**src/rtl/uart_tx_req_arbiter.sv**
```systemverilog
// rtl/uart_tx_req_arbiter.sv - packet-granular round-robin arbiter in front of the UART tx FIFO write port
module uart_tx_req_arbiter #(
    parameter int NUM_REQ   = 4,
    parameter int DATA_W    = 8,
    parameter int MAX_BURST = 16
) (
    input  logic                      clk,
    input  logic                      rst,
    input  logic [NUM_REQ-1:0]        Req_i,
    input  logic [NUM_REQ*DATA_W-1:0] Data_i,
    input  logic [NUM_REQ-1:0]        Last_i,
    output logic [NUM_REQ-1:0]        Ack_o,
    output logic [NUM_REQ-1:0]        Grant_o,
    input  logic                      FifoFull_i,
    output logic                      FifoWrEn_o,
    output logic [DATA_W-1:0]         FifoData_o,
    output logic                      Busy_o
);
    localparam int               IDX_W      = (NUM_REQ > 1) ? $clog2(NUM_REQ) : 1;
    localparam logic [IDX_W:0]   NUM_REQ_W  = (IDX_W + 1)'(NUM_REQ);
    localparam logic [IDX_W-1:0] LAST_IDX   = IDX_W'(NUM_REQ - 1);
    localparam logic [7:0]       BURST_LAST = 8'(MAX_BURST - 1);

    typedef enum logic [3:0] {
        S_IDLE    = 4'b0001,
        S_ARB     = 4'b0010,
        S_XFER    = 4'b0100,
        S_RELEASE = 4'b1000
    } state_t;

    state_t             state;
    logic [NUM_REQ-1:0] grant;
    logic [IDX_W-1:0]   ptr;
    logic [IDX_W-1:0]   owner;
    logic [7:0]         burst_cnt;

    logic               owner_req;
    logic               wr;
    logic               done;
    logic [IDX_W:0]     scan;
    logic [IDX_W-1:0]   arb_idx;
    logic               arb_hit;

    // First requester at or above ptr, wrapping back to channel 0.
    always_comb begin
        arb_hit = 1'b0;
        arb_idx = '0;
        scan    = '0;
        for (int i = 0; i < NUM_REQ; i++) begin
            scan = {1'b0, ptr} + (IDX_W + 1)'(i);
            if (scan >= NUM_REQ_W) begin
                scan = scan - NUM_REQ_W;
            end
            if (!arb_hit && Req_i[scan[IDX_W-1:0]]) begin
                arb_hit = 1'b1;
                arb_idx = scan[IDX_W-1:0];
            end
        end
    end

    assign owner_req = Req_i[owner];
    assign wr        = (state == S_XFER) && owner_req && !FifoFull_i;
    // Last_i and the burst limit on the same write collapse into one exit.
    assign done      = !owner_req || (wr && (Last_i[owner] || (burst_cnt == BURST_LAST)));

    assign Ack_o      = wr ? grant : '0;
    assign FifoWrEn_o = wr;
    assign FifoData_o = wr ? Data_i[owner*DATA_W +: DATA_W] : '0;
    assign Grant_o    = grant;
    assign Busy_o     = (state != S_IDLE);

    always_ff @(posedge clk or negedge rst) begin
        if (!rst) begin
            state     <= S_IDLE;
            grant     <= '0;
            ptr       <= '0;
            owner     <= '0;
            burst_cnt <= '0;
        end else begin
            case (state)
                S_IDLE: begin
                    if (|Req_i) begin
                        state <= S_ARB;
                    end
                end
                S_ARB: begin
                    if (arb_hit) begin
                        grant     <= NUM_REQ'(1) << arb_idx;
                        owner     <= arb_idx;
                        burst_cnt <= '0;
                        state     <= S_XFER;
                    end else begin
                        state <= S_IDLE;
                    end
                end
                S_XFER: begin
                    if (wr) begin
                        burst_cnt <= burst_cnt + 8'd1;
                    end
                    if (done) begin
                        grant <= '0;
                        state <= S_RELEASE;
                    end
                end
                S_RELEASE: begin
                    ptr   <= (owner == LAST_IDX) ? '0 : owner + 1'b1;
                    state <= S_IDLE;
                end
                default: begin
                    grant <= '0;
                    state <= S_IDLE;
                end
            endcase
        end
    end
endmodule

```
**config.mk**
```make
export PLATFORM = sky130hd
export DESIGN_NAME = uart_tx_req_arbiter
export DESIGN_NICKNAME = d
export VERILOG_FILES = /design/src/rtl/uart_tx_req_arbiter.sv
export SDC_FILE = /design/constraint.sdc
export NUM_CORES = 1
export LEC_CHECK = 0
export ABC_AREA = 1
export CAP_MARGIN = 25
export CORE_AREA = 5 5 78 80
export DETAILED_ROUTE_END_ITERATION = 6
export DIE_AREA = 0 0 83 85
export PLACE_DENSITY = 0.71
export SLEW_MARGIN = 20
export SYNTH_ARGS = -nofsm -noshare
export SYNTH_HDL_FRONTEND = slang
export SYNTH_SLANG_ARGS = --single-unit
```
**constraint.sdc**
```tcl
create_clock -name clk -period 1.7 [get_ports clk]
set_input_delay 0.255 -clock clk [delete_from_list [all_inputs] [get_ports clk]]
set_output_delay 0.255 -clock clk [all_outputs]
set_load 0.01 [all_outputs]
```
### Yosys cells after proc, flatten, opt, wreduce, memory -nomap -nowiden

Cells that the tools add are included.

| word-level totals | value |
|---|---|
| output and inout port bits | 18 |
| latch bits | 0 |
| input bits | 43 |
| memories kept | 0 |
| memory bits (read-only) | 0 |
| logic and storage cells | 94 |
| flip-flop bits (word level) | 20 |
| memory bits (writable) | 0 |

| operators by class | value |
|---|---|
| equal/unequal tests | 11 |
| add/sub/neg operators | 9 |
| $mul | 0 |
| muxes and demuxes | 37 |
| div/mod/pow operators | 0 |
| bitwise gates (word level) | 1 |
| reductions and logical operators | 20 |
| order comparisons | 9 |
| shift operators | 2 |

Operator list:

| cell | number |
|---|---|
| $shiftx A32 B6 Y8 | 1 |
| $mux W8 | 3 |
| $pmux W4 S3 | 2 |
| $mux W4 | 5 |
| $mux W2 | 9 |
| $pmux W8 S2 | 1 |
| $lt A2 B3 Y1 const B | 5 |
| $bmux W1 S2 | 6 |
| $mux W1 | 10 |
| $ge A3 B3 Y1 const B | 3 |
| $add A8 B1 Y8 const B | 1 |
| $eq A8 B4 Y1 const B | 1 |
| $ne A2 B2 Y1 const B | 4 |
| $sub A2 B1 Y2 const B | 4 |
| $add A2 B2 Y3 const B | 2 |
| $logic_and A1 B1 Y1 | 6 |
| $reduce_and A3 Y1 | 2 |
| $logic_not A1 Y1 | 5 |
| $eq A4 B1 Y1 const B | 1 |
| $eq A4 B2 Y1 const B | 1 |
| $eq A4 B3 Y1 const B | 1 |
| $eq A4 B4 Y1 const B | 1 |
| $ne A4 B1 Y1 const B | 1 |
| $reduce_and A2 Y1 | 2 |
| other kinds (11) | 12 |

### Depth between registers and ports, before layout

Gate-level depths: netlist of the first run.

| depth | value |
|---|---|
| depth in word-level cells | 17 |
| gate-level depth with buffers | 11 |
| gate-level depth less buffers | 11 |

### Worst setup path after synthesis of the first run

OpenSTA, ideal clock, no wires.

| timing | value |
|---|---|
| path type | reg2out |
| from | register owner[0] |
| to | output Ack_o[0] |
| cell stages (with the launch flop) | 9 |
| arrival | 1.317 ns |
| path slack | 0.128 ns |
| cell sequence | dfrtp_1 inv_2 buf_6 nand2_4 nand3_4 a21oi_4 nand2_4 buf_2 nor2_1 |

| between the ends | value |
|---|---|
| cells in the longest elaborated chain, start to end | 5 |

Ends and longest elaborated chain:

| element | RTL line | text |
|---|---|---|
| start, declared | 34 | `logic [IDX_W-1:0] owner;` |
| start signal, assigned | 89 | `owner <= arb_idx;` |
| $bmux W1 S2 | 61 | `assign owner_req = Req_i[owner];` |
| $mux W1 (not written as such) | 61 |  |
| $logic_and A1 B1 Y1 (2 in a row) | 62 | `assign wr = (state == S_XFER) && owner_req && !FifoFull_i;` |
| $mux W4 | 66 | `assign Ack_o = wr ? grant : '0;` |
| end, declared | 12 | `output logic [NUM_REQ-1:0] Ack_o,` |

No other way between the ends. The select of a mux whose other input is x is not followed.

### Worst setup path in the final report of the first run

| timing | value |
|---|---|
| from | register owner[0] |
| to | output FifoData_o[7] |

| between the ends | value |
|---|---|
| cells in the longest elaborated chain, start to end | 5 |

Ends and longest elaborated chain:

| element | RTL line | text |
|---|---|---|
| branches (longest 4 deep; another with $shiftx A32 B6 Y8) | n/a |  |
| $mux W8 * | 68 | `assign FifoData_o = wr ? Data_i[owner*DATA_W +: DATA_W] : '0;` |
| end, declared | 16 | `output logic [DATA_W-1:0] FifoData_o,` |

Mark *: on every way between the ends. The select of a mux whose other input is x is not followed.

==> out/qor.txt, run 1 <==
Slew HR: 74.7%
Final hold violations: 0
Post-synthesis sequential area ratio: 30.4%
Die Area: 7060 um2
Hold-fix buffers, CTS: 0
Crit path DAT: 1.56 ns
Initial core utilization: 31.0%
Setup crit end kind: primary output
Min cycle time layout: 1.82 ns
Initial DRC Count: 72
CTS tree: built
Clock Latency Late Sink: 0.26 ns
Share of layout cells above drive strength 1: 25.1%
Global route overflow: 0
Post-synth top area share: 28.8%
Max_cap viols: 0
Worst reg2reg path depth: 10
All-layer global routing usage: 14.7%
Vias in the first global route: 1924
Clk slew on worst S/H paths: 0.07 ns
Dpl hpwl: 4020 um
Synth area leaders: dfrtp_1 29%, nand2_1 16%, nor2_1 13%, nand3_1 6.4%, o21ai_0 5.5%
Cell at the root of the clock tree: clkbuf_8
Total power: 0.00306 W
Via density: 4.63
Count of cell types in the netlist: 29
Worst Path Required: 1.44 ns
Power share of the clock group: 11.9%
Final net count: 397
DRC viols: 0
Worst slew pin tran: 0.379 ns
GPL Wtd Cong: 0.797
VDD IR max: 0.388 mV
Post-Synthesis Cells: 263
Post-synth top area cell: dfrtp_1
Final setup margin: -0.118 ns
RR Endpoint: Grant_o[1]
Internal Power: 0.00164 W
IO Port Bufs: 60
Global-route wire length before repair: 8780 um
H-tree depth: 1
#FFs+latches synth: 20
Worst setup startpoint: owner[0]
DR vias: 1959
Final core occ: 49.1%
Synthesized area per cell: 6.28 um2
Tcrit/Tclk final: 107%
Setup_tns: -1.14 ns
Antenna diode count: 0
Final Max Slew Viols: 0
Combinational share of power: 64.0%
Clk sinks: 20
TritonRoute pass-1 iters: 4
Post-DR wirelength/cell: 12.2 um
Area Growth Syn to Fin: 58.6%
Run status: finished, violations left
Total wire length: 5180 um
Most used DFF post-synth: dfrtp_1
Violated checks: negative setup slack
Most frequent cells after synthesis: 70 x nand2_1, 58 x nor2_1, 21 x inv_1, 21 x nand3_1, 19 x dfrtp_1
Top-count cell post-synth: nand2_1
Critical path startpoint category: flip-flop
CTS Buffer Depth: 2
IO Count: 61
Power share of the sequential group: 24.2%
Lkg Pwr: 1.29 nW
RSZ-0062 raised after global routing: yes
CP Max Fanout: 7
FF-to-FF Start: owner[0]
CP Class: flip-flop to primary output
Largest net degree at the start of global routing: 20
Core area: 5340 um2
Asr flop ratio synth: 100%
Fmax: 550 MHz
Worst Skew: 0.00274 ns
Pwr per Cell Area: 1170 nW/um2
Endpoints failing setup: 13
CTS Buf Count: 3
Hold WC Path Type: primary input to async pin
Antenna Violating Nets Remaining: 0
Worst R2R Setup Slack: 0.11 ns
Cell area after synthesis: 1650 um2
Switching Power: 0.00142 W
Die extent in y: 85 um
Synth warn: 0
Net Sw Frac: 46.3%
Width of the die: 83 um
Number of synthesized flops with an enable pin: 0
Post-Syn Nets: 308
Initial antenna violation count: 0
Rows: 27
==> through the flow <==
stage	setup WS [ns]	instance area (um2)	hold WS [ns]	std cells
final	-0.118	2620	0.276	423
after global routing	-0.210	2620	0.280	423
after CTS	-0.138	2580	0.284	423
after detailed placement	-0.693	2500	0.515	413
after global placement	-0.658	2500	0.494	413
after floorplan	0.128	1650	-0.0406	263
==> state kept, by name, indices dropped and copies added, names as in the netlist <==
register / count
Grant_o: 4
ptr: 2
state: 4
owner: 2
burst_cnt: 8
==> metal layers <==
| metal | vias up | track usage, % | routed length (um) |
|---|---|---|---|
| met4 | 0 | 2.82 | 45 |
| met2 | 42 | 27.8 | 2780 |
| met5 | - | 0 | 0 |
| met3 | 5 | 1.65 | 211 |
| li1 | 1023 | - | - |
| met1 | 889 | 18.0 | 2140 |
==> timing repair <==
action	in CTS	in global routing
pin swaps	4	6
gates cloned	1	0
setup buffers	5	0
endpoints found under the setup margin	14	25
resized for setup	72	12
==> worst max-delay path by stage <==
stage,end,depth (start not counted)
floorplan,Ack_o[0],8
finish,FifoData_o[7],8
CTS,FifoData_o[5],8
detailed placement,FifoData_o[7],8
global placement,FifoData_o[0],8
global route,FifoData_o[0],7
==> cell usage in the layout (no fill, tap or decap), drive strengths merged <==
cell,synthesis,final
a21oi,21,21
a311o,1,1
and3,1,1
buf,7,44
clkbuf,1,4
clkdlybuf4s50,0,42
dfrtp,19,19
dfstp,1,1
dlygate4sd2,0,5
ha,2,2
inv,25,25
mux2i,1,1
nand2,75,76
nand3,23,23
nand3b,1,1
nand4,2,2
nor2,59,59
o21a,1,1
o21ai,20,20
o21bai,2,2
o31ai,1,1
==> critical path: stages (launching register included) <==
cell and delay, ns:
dfrtp_2 0.42, inv_2 0.07, nand2_1 0.08, nand3_2 0.08, a21oi_4 0.16, buf_6 0.13
nand2_4 0.09, a21oi_2 0.14, buf_2 0.14
==> power by group through the flow <==
| stage | sequential [W] | clock [W] | combinational [W] |
|---|---|---|---|
| final | 0.000740 | 0.000363 | 0.00196 |
| after global routing | 0.000764 | 0.000395 | 0.00221 |
| after CTS | 0.000731 | 0.000370 | 0.00190 |
| after detailed placement | 0.000732 | 0 | 0.00186 |
| after global placement | 0.000730 | 0 | 0.00183 |
| after floorplan | 0.000724 | 0 | 0.00120 |
==> kinds of logic after synthesis <==
logic type / after synthesis / synth area share (%)
AOI/OAI and AO/OA: 46 / 16.9
adders and majority gates: 2 / 1.51
buffers and inverters: 33 / 8.78
DFF: 20 / 30.4
muxes: 1 / 0.606
and+or+nand+nor: 161 / 41.9
==> cell type report <==
cell class | instances | area, um2
clock buffers | 4 | 55.1
inverters | 25 | 96.3
well taps | 72 | 90.1
fillers | 556 | 2720
multi-input cells | 211 | 1080
repair buffers | 91 | 792
flip-flops and latches | 20 | 504
Power figures use the tool's default switching activity.
==> run 2, diff against run 1 <==
Settings changed: CORE_AREA 5 5 78 80 to 5 5 67 69, DIE_AREA 0 0 83 85 to 0 0 72 74, PLACE_DENSITY 0.71 to 0.9, SKIP_LAST_GASP set to 1, TNS_END_PERCENT set to 20.
==> run 2 against run 1 <==
  * The run still ends with negative setup slack left
  * Combinational power is 7% lower
  * Final cell count is 6.6% lower
  * Non-clock buffer count is 6 lower
  * Cell area is 5.4% lower
  * Global-route usage is 5.4 points higher
  * Largest power group unchanged
  * Highest routed layer unchanged
==> out/qor.txt, run 2 (synthesized netlist as in run 1, its figures left out) <==
Run status: finished, violations left
Violated checks: negative setup slack
Slew HR: 78.9% (+4.2 points)
Clk sinks: 20 (unchanged)
DRC viols: 0 (unchanged)
Min cycle time layout: 1.87 ns (+0.0497 ns)
Die extent in y: 74 um (-13%)
GPL Wtd Cong: 0.891 (+12%)
Total power: 0.00294 W (-4.1%)
CP max stage delay: 0.46 ns (+0.04 ns)
CTS Buffer Depth: 2 (unchanged)
DR vias: 1983 (+1.2%)
Power share of the sequential group: 25.3% (+1.1 points)
TritonRoute pass-1 iters: 4 (unchanged)
Via density: 5.02 (+8.4%)
Initial DRC Count: 152 (+110%)
RSZ-0062 raised after global routing: yes
Share of layout cells above drive strength 1: 21.2% (-3.9 points)
Min Hold Slack: 0.332 ns (+0.0566 ns)
Setup crit end kind: primary output
Worst slew pin tran: 0.317 ns (-0.0618 ns)
Endpoints failing setup: 19 (+6)
Hold WC Path Type: primary input to async pin
IO Port Bufs: 60 (unchanged)
Max_cap viols: 0 (unchanged)
Lkg Pwr: 1.25 nW (-3.1%)
Post-route cell area: 2480 um2 (-5.4%)
Combinational share of power: 62.4% (-1.6 points)
Dpl hpwl: 3990 um (-0.61%)
Area Growth Syn to Fin: 50.0%
Most common cell after layout, fill and taps aside: nand2_1
CP Max Fanout: 7 (unchanged)
CP Class: flip-flop to primary output
Net Sw Frac: 46.5% (+0.17 points)
Total wire length: 5030 um (-3.0%)
Final net count: 391 (-1.5%)
Internal Power: 0.00157 W (-4.4%)
IO Count: 61 (unchanged)
Antenna diode count: 0 (unchanged)
Worst Skew: 0.00482 ns (+0.00208 ns)
Switching Power: 0.00137 W (-3.8%)
Initial antenna violation count: 0 (unchanged)
Slowest cell on crit path: dfrtp_2
Final Max Slew Viols: 0 (unchanged)
Inst Count DP: 387 (-6.3%)
Initial core utilization: 42.9% (+12 points)
Die Area: 5330 um2 (-24%)
Power share of the clock group: 12.3% (+0.4 points)
Largest net degree at the start of global routing: 21 (+5.0%)
Width of the die: 72 um (-13%)
Antenna Violating Nets Remaining: 0 (unchanged)
Fmax: 535 MHz (-2.7%)
Rows: 23 (-15%)
Cell chain of the critical path: nand2_1 -> nand3_2 -> a21oi_4 -> nand2_4 -> a21oi_2 -> buf_2
Final setup margin: -0.168 ns (-0.0497 ns)
Worst Path Required: 1.44 ns (about the same)
Final hold violations: 0 (unchanged)
Post-DR wirelength/cell: 12.7 um (+3.9%)
Pwr per Cell Area: 1180 nW/um2 (+1.4%)
Crit path DAT: 1.61 ns (+0.05 ns)
Global route overflow: 0 (unchanged)
CP top delay family: flip-flops
Biggest register: burst_cnt
Max FFs per register: 8 (unchanged)
Placed cell areas: 2430 um2 (-2.8%)
Tcrit/Tclk final: 110% (+2.9 points)
Most frequent cells in the layout: 68 x nand2_1, 57 x nor2_1, 42 x clkdlybuf4s50_1
CTS Buf Count: 3 (unchanged)
Cell at the root of the clock tree: clkbuf_8
Crit path buffers/inverters: 1 (-2)
CTS tree: built
Critical path startpoint category: flip-flop
Core area: 3860 um2 (-28%)
All-layer global routing usage: 20.1% (+5.4 points)
Clock Latency Late Sink: 0.26 ns (about the same)
H-tree depth: 1 (unchanged)
Vias in the first global route: 1986 (+3.2%)
VDD IR max: 0.674 mV (+74%)
Global-route wire length before repair: 8630 um (-1.7%)
Clk slew on worst S/H paths: 0.08 ns (about the same)
Finished Layout Cells: 395 (-6.6%)
-- run 2: cell types whose count changed in the layout (fill, tap and decap cells not counted), moves of 2 or more --
cell     change
buf_6        -4
nor2_1       +3
a21oi_1      +2
a21oi_2      -2
buf_4        -2
nor2_2       -2
-- run 2: metrics by stage --
step	setup WS (ns)	setup TNS [ns]	utilization, %
4_1_cts	-0.148	-1.81	64.3
6_report	-0.168	-2.18	64.3
3_3_place_gp	-0.599	-9.78	63.0
3_5_place_dp	-0.651	-11.08	63.0
2_1_floorplan	0.128	0	-
5_1_grt	-0.257	-4.27	64.3
-- run 2: path summary, 6_finish.rpt --
path | from | to | slack [ns] | cells after the start
max | owner[0] | FifoData_o[3] | -0.17 | 6
min | rst | Grant_o[3] | 0.33 | 2
max reg2reg | owner[0] | burst_cnt[4] | -0.11 | 10
min reg2reg | burst_cnt[0] | burst_cnt[0] | 0.51 | 1
max in group asynchronous | rst | state[0] | 1.10 | 2
min in group clk | burst_cnt[0] | burst_cnt[0] | 0.51 | 1
-- run 2: cell type report --
type	count	area (um2)
Sequential cell	20	503
Inverter	25	93.8
Multi-Input combinational cell	211	1050
Tap cell	50	62.6
Timing Repair Buffer	85	717
Fill cell	353	1380
Clock buffer	4	55.1
-- run 2: timing repair --
item	4_1_cts	5_1_grt
pin swaps	7	0
setup buffers	3	0
gates resized for setup	68	0
setup endpoints to repair	19	27
hold buffers	0	0
cloned	1	0
-- run 2: layer usage --
| metal | track usage, % | vias to the layer above | part of all wire (%) |
|---|---|---|---|
| met4 | 3.34 | 0 | 1.7 |
| met3 | 3.51 | 10 | 4.8 |
| met2 | 40.7 | 50 | 55 |
| li1 | - | 1007 | - |
| met5 | 0 | - | 0 |
| met1 | 21.9 | 916 | 39 |
-- run 2: worst reg2reg max path, cell delays in order, from the launching register on --
cell     delay, ns
dfrtp_2       0.46
nand2_1       0.11
nand3_2       0.10
a21oi_4       0.26
nand2_4       0.16
buf_4         0.17
buf_4         0.15
nand2_4       0.10
nand3_1       0.08
nand2_1       0.07
nor2_1        0.04
-- run 2: power groups by stage --
stage                     clock [W]  combinational, W  sequential (W)
final                      0.000361           0.00183        0.000742
after global routing       0.000388           0.00207        0.000759
after detailed placement          0           0.00180        0.000733
after floorplan                   0           0.00120        0.000724
after global placement            0           0.00174        0.000726
after CTS                  0.000368           0.00183        0.000734
==> edit 1, RTL diff (settings of run 2) <==
Make the reset (`rst`) synchronous in one clocked block.
--- a/src/rtl/uart_tx_req_arbiter.sv
+++ b/src/rtl/uart_tx_req_arbiter.sv
@@ -70,5 +70,5 @@
     assign Busy_o     = (state != S_IDLE);
 
-    always_ff @(posedge clk or negedge rst) begin
+    always_ff @(posedge clk) begin
         if (!rst) begin
             state     <= S_IDLE;
Function: differs if rst is asserted again (counterexample within 4 cycles, from zero or initial values and one cycle with rst low); with rst held inactive, the same outputs for 10 cycles.
==> edit 1 against run 2 <==
- the run still ends with setup timing left
- die area did not move
- global-route usage rose by 0.75 points
- cell count rose by 4.1%
- critical path type unchanged
- wire length rose by 8.0%
- area after synthesis fell by 6.2%
- cell area rose by 2.7%
- sequential cell count did not move
- non-clock buffer count rose by 5
- setup slack improved by 0.048 ns
Power is not compared: it rests on default switching activity, and its combinational part moved more than twofold at a synthesized area within 25%.
==> edit 1: results (changes against run 2) <==
Run status
  • Status: finished, violations left
  • Failing checks: setup timing

Global routing
  • Largest net degree at the start of global routing: 22 (+4.8%)
  • Number of global-route vias before repair: 1,996 (+0.50%)
  • Gr usage total: 20.8% (+0.75 points)
  • First-pass GRT wire length: 8.83 mm (+2.4%)
  • Met2 Use GR: 37.1% (-3.6 points)
  • GR met3 Demand/Resource: 2.97% (-0.54 points)
  • GR met1 Demand/Resource: 25.8% (+3.9 points)

Placement
  • DP Area: 2360 sq um (-2.8%)
  • DP Wirelength: 3.91 mm (-2.1%)
  • Cell Count Post-Placement: 399 (+3.1%)
  • GP Congestion: 0.877 (-1.6%)

Logic synthesis
  • Synth cell types: 27 (-6.9%)
  • Sequential element share of the synthesized area: 25.8% (-4.5 points)
  • Xor-xnor portion of the synthesized cell area: 0.565% (+0.56 points)
  • Mapped Nets: 319 (+3.6%)
  • Adder-cell area share of the yosys netlist: 1.61% (+0.10 points)

Final layout
  • Layout Cells excl Fill: 411 (+4.1%)
  • Final instance area: 2540 sq um (+2.7%)
  • Share of layout cells above drive strength 1: 21.1% (-0.11 points)

Setup path
  • R2r worst-path depth: 11 (+1)
  • Critical-path cell with the highest stage delay: dfxtp_4
  • Worst path top cell family by delay: buffers and inverters
  • Worst r2r src: owner[0]
  • Crit Path Max Fanout: 18 (+11)
  • CP endpoint: FifoData_o[6]
  • Reg2reg end: burst_cnt[0]
  • CP arrival: 1.57 ns (-0.04 ns)

Min path
  • Min-delay worst type: register to register

Route
  • Average routed wire per standard cell: 13.2 um (+3.8%)
  • Via count: 2,067 (+4.2%)

Timing
  • # setup viols final: 14 (-5)
  • Setup_tns: -1.00 ns (+1.18 ns)
  • Post-route setup slack: -0.120 ns (+0.0479 ns)
  • Max_slew headroom: 76.9% (-2.0 points)
## edit 1: timing repair
item,CTS,global route
gates resized for setup,73,10
cloned,1,0
setup endpoints to repair,14,26
setup buffers,6,1
hold buffers,0,0
pin swaps,7,5
## edit 1: worst min-delay path by stage
stage	cells after the start	startpoint	slack (ns)	to
after floorplan	1	rst	0.36	state[0]
after global placement	2	burst_cnt[6]	0.47	burst_cnt[6]
after detailed placement	2	burst_cnt[7]	0.48	burst_cnt[7]
after CTS	2	burst_cnt[7]	0.50	burst_cnt[7]
after global routing	2	burst_cnt[7]	0.51	burst_cnt[7]
final	2	burst_cnt[7]	0.49	burst_cnt[7]
## edit 1: logic make-up (layout without fill, tap and decap cells)
logic type,Yosys count,count (layout)
simple gates,156,157
compound gates,54,54
buf+inv,41,127
flops,20,20
fa+ha+maj,2,2
xor+xnor,1,1
## edit 1: stage by stage
stage               total power, mW  util, %  setup slack [ns]  hold slack [ns]
finish                         1.44     66.0            -0.120            0.490
global placement              0.917     61.2            -0.556            0.468
global route                   1.51     66.0            -0.194            0.514
CTS                            1.43     64.8           -0.0858            0.496
floorplan                     0.711        -             0.101            0.360
detailed placement            0.928     61.2            -0.614            0.484
## edit 1: per-layer routing
| layer | part of all wire, % | vias to the layer above |
|---|---|---|
| met5 | 0 | - |
| met1 | 43 | 929 |
| li1 | - | 1063 |
| met2 | 48 | 65 |
| met3 | 7.5 | 10 |
| met4 | 1.7 | 0 |
## edit 1: area by class of cell
type / count / area, sq um / share of cell area [%]
Multi-Input combinational cell: 214 / 1090 / 42.8
Timing Repair Buffer: 90 / 790 / 31.0
Sequential cell: 20 / 407 / 16.0
Inverter: 33 / 126 / 4.97
Tap cell: 50 / 62.6 / 2.46
Clock buffer: 3 / 41.3 / 1.62
Clock inverter: 1 / 30.0 / 1.18
==> edit 2, RTL diff (flow settings as in run 2) <==
Made on the original files. The parameter `NUM_REQ` goes from 4 to 2.
--- a/src/rtl/uart_tx_req_arbiter.sv
+++ b/src/rtl/uart_tx_req_arbiter.sv
@@ -1,5 +1,5 @@
 // rtl/uart_tx_req_arbiter.sv - packet-granular round-robin arbiter in front of the UART tx FIFO write port
 module uart_tx_req_arbiter #(
-    parameter int NUM_REQ   = 4,
+    parameter int NUM_REQ   = 2,
     parameter int DATA_W    = 8,
     parameter int MAX_BURST = 16
Interface: changed (5 resized); port bits go from 61 to 37. No check against the original RTL was run, so the function may have changed too.
==> edit 2 against run 2 <==
- the flow still finishes with violations (setup timing)
- sequential share of layout area up 4.4 points
- maximum frequency increased by 5.7%
- count of clock-buffer cells in the layout did not move
- area after synthesis fell by 36%
- die area unchanged
- clock power down 2%
- global-route usage shrank 9.3 points
- sequential cell count is 4 lower
- wire length fell by 40%
- sequential power decreased by 24%
- setup slack better by 0.10 ns
- total power fell by 42%
- cell area decreased by 34%
- critical path type unchanged
- highest routed layer unchanged
==> edit 2: results (changes against run 2) <==
Pwr
  • Clock group power: 355 uW (-2%)
  • LEAKAGE: 0.840 nW (-33%)
  • Max IR drop VDD: 458 uV (-32%)
  • Clock share of power: 20.9% (+8.6 points)
  • Reg power frac: 33.3% (+8.0 points)

Setup path
  • Worst path top cell family by delay: simple AND/OR/NAND/NOR gates
  • Worst r2r src: burst_cnt[0]
  • Biggest cell delay along the critical path: 0.41 ns (-0.05 ns)
  • R2R Setup Slk: 0.16 ns (+0.27 ns)
  • R2r worst-path depth: 8 (-2)
  • Reg2reg end: Grant_o[1]
  • Crit Path Max Fanout: 5 (-2)
  • Critical path launch point: state[1]
  • CP endpoint: Ack_o[0]
  • CP arrival: 1.51 ns (-0.10 ns)
  • Critical-path cell with the highest stage delay: dfrtp_1

Logic synthesis
  • Commonest cells post-synth: nand2_1, nor2_1, dfrtp_1, inv_1
  • Mux contribution to synthesized area: 0% (-0.61 points)
  • Synth cell types: 25 (-14%)
  • Adder-cell area share of the yosys netlist: 1.18% (-0.33 points)
  • Xor-xnor portion of the synthesized cell area: 4.13% (+4.1 points)
  • Sequential element share of the synthesized area: 37.9% (+7.5 points)
  • Mapped Nets: 173 (-44%)
  • Synth area leaders: dfrtp_1, nand2_1, nor2_1

Final layout
  • Inverters: 15 (-40%)
  • Non-CTS buffers: 53 (-38%)
  • Fraction of area in multi-input gates: 37.2% (-5.1 points)
  • Clock-cell share: 3.38% (+1.2 points)
  • Signal buf overhead: 27.3% (-1.6 points)
  • Filler cell count: 385 (+9.1%)
  • Share of layout cells above drive strength 1: 24.4% (+3.2 points)
  • Multi-input gates: 117 (-45%)
  • Sequential cell area: 402 sq um (-20%)

Timing
  • Clk_skew: 0.00123 ns (-0.00359 ns)
  • # setup viols final: 11 (-8)
  • Post-route setup slack: -0.0680 ns (+0.100 ns)
  • Setup_tns: -0.352 ns (+1.83 ns)
  • Worst hold margin: 0.316 ns (-0.0158 ns)
  • Worst slew pin tran: 0.247 ns (-0.0698 ns)

Placement
  • DP Wirelength: 2.06 mm (-48%)
  • Port Buffers: 36 (-40%)
  • Dpl ws: -0.565 ns (+0.0866 ns)
  • GP Congestion: 0.854 (-4.2%)

Global routing
  • Largest net degree at the start of global routing: 17 (-19%)
  • First-pass GRT wire length: 4.47 mm (-48%)

Clocking
  • Post-cts sizing count: 42 (-38%)
  • Clk_lat worst skew: 0.26 ns (about the same)

Route
  • Detailed Route Iter0 Violations: 33 (-78%)
  • Average routed wire per standard cell: 11.8 um (-7.5%)

Run status
  • Status: finished, violations left
  • Failing checks: setup timing
## edit 2: changes by cell type after synthesis, moves of 2 or more
cell     delta
nand4_1     -2
xor2_1      +5
inv_2       -4
a21oi_2     +2
dfrtp_1     -4
nand3_1    -13
o21ai_0    -13
buf_2       -4
a21oi_1    -14
nand2_1    -12
nand2_4     -2
inv_1       -8
o21ai_1     -2
nor2_1     -39
## edit 2: routing by layer
metal / wire length, um / share of wire (%) / global-route usage (%)
met3: 233 / 7.8 / 2.03
met1: 1150 / 38 / 11.6
met5: 0 / 0 / 0
met4: 103 / 3.4 / 6.89
met2: 1510 / 50 / 19.6
## edit 2: stage by stage
step           area [sq um]  cells
6_report               1630    255
5_1_grt                1630    255
4_1_cts                1610    254
3_5_place_dp           1560    246
3_3_place_gp           1560    246
2_1_floorplan          1060    149
## edit 2: logic make-up after synthesis
group,Yosys count
simple gates,93
fa+ha+maj,1
buf+inv,17
compound gates,17
flops,16
xor+xnor,5
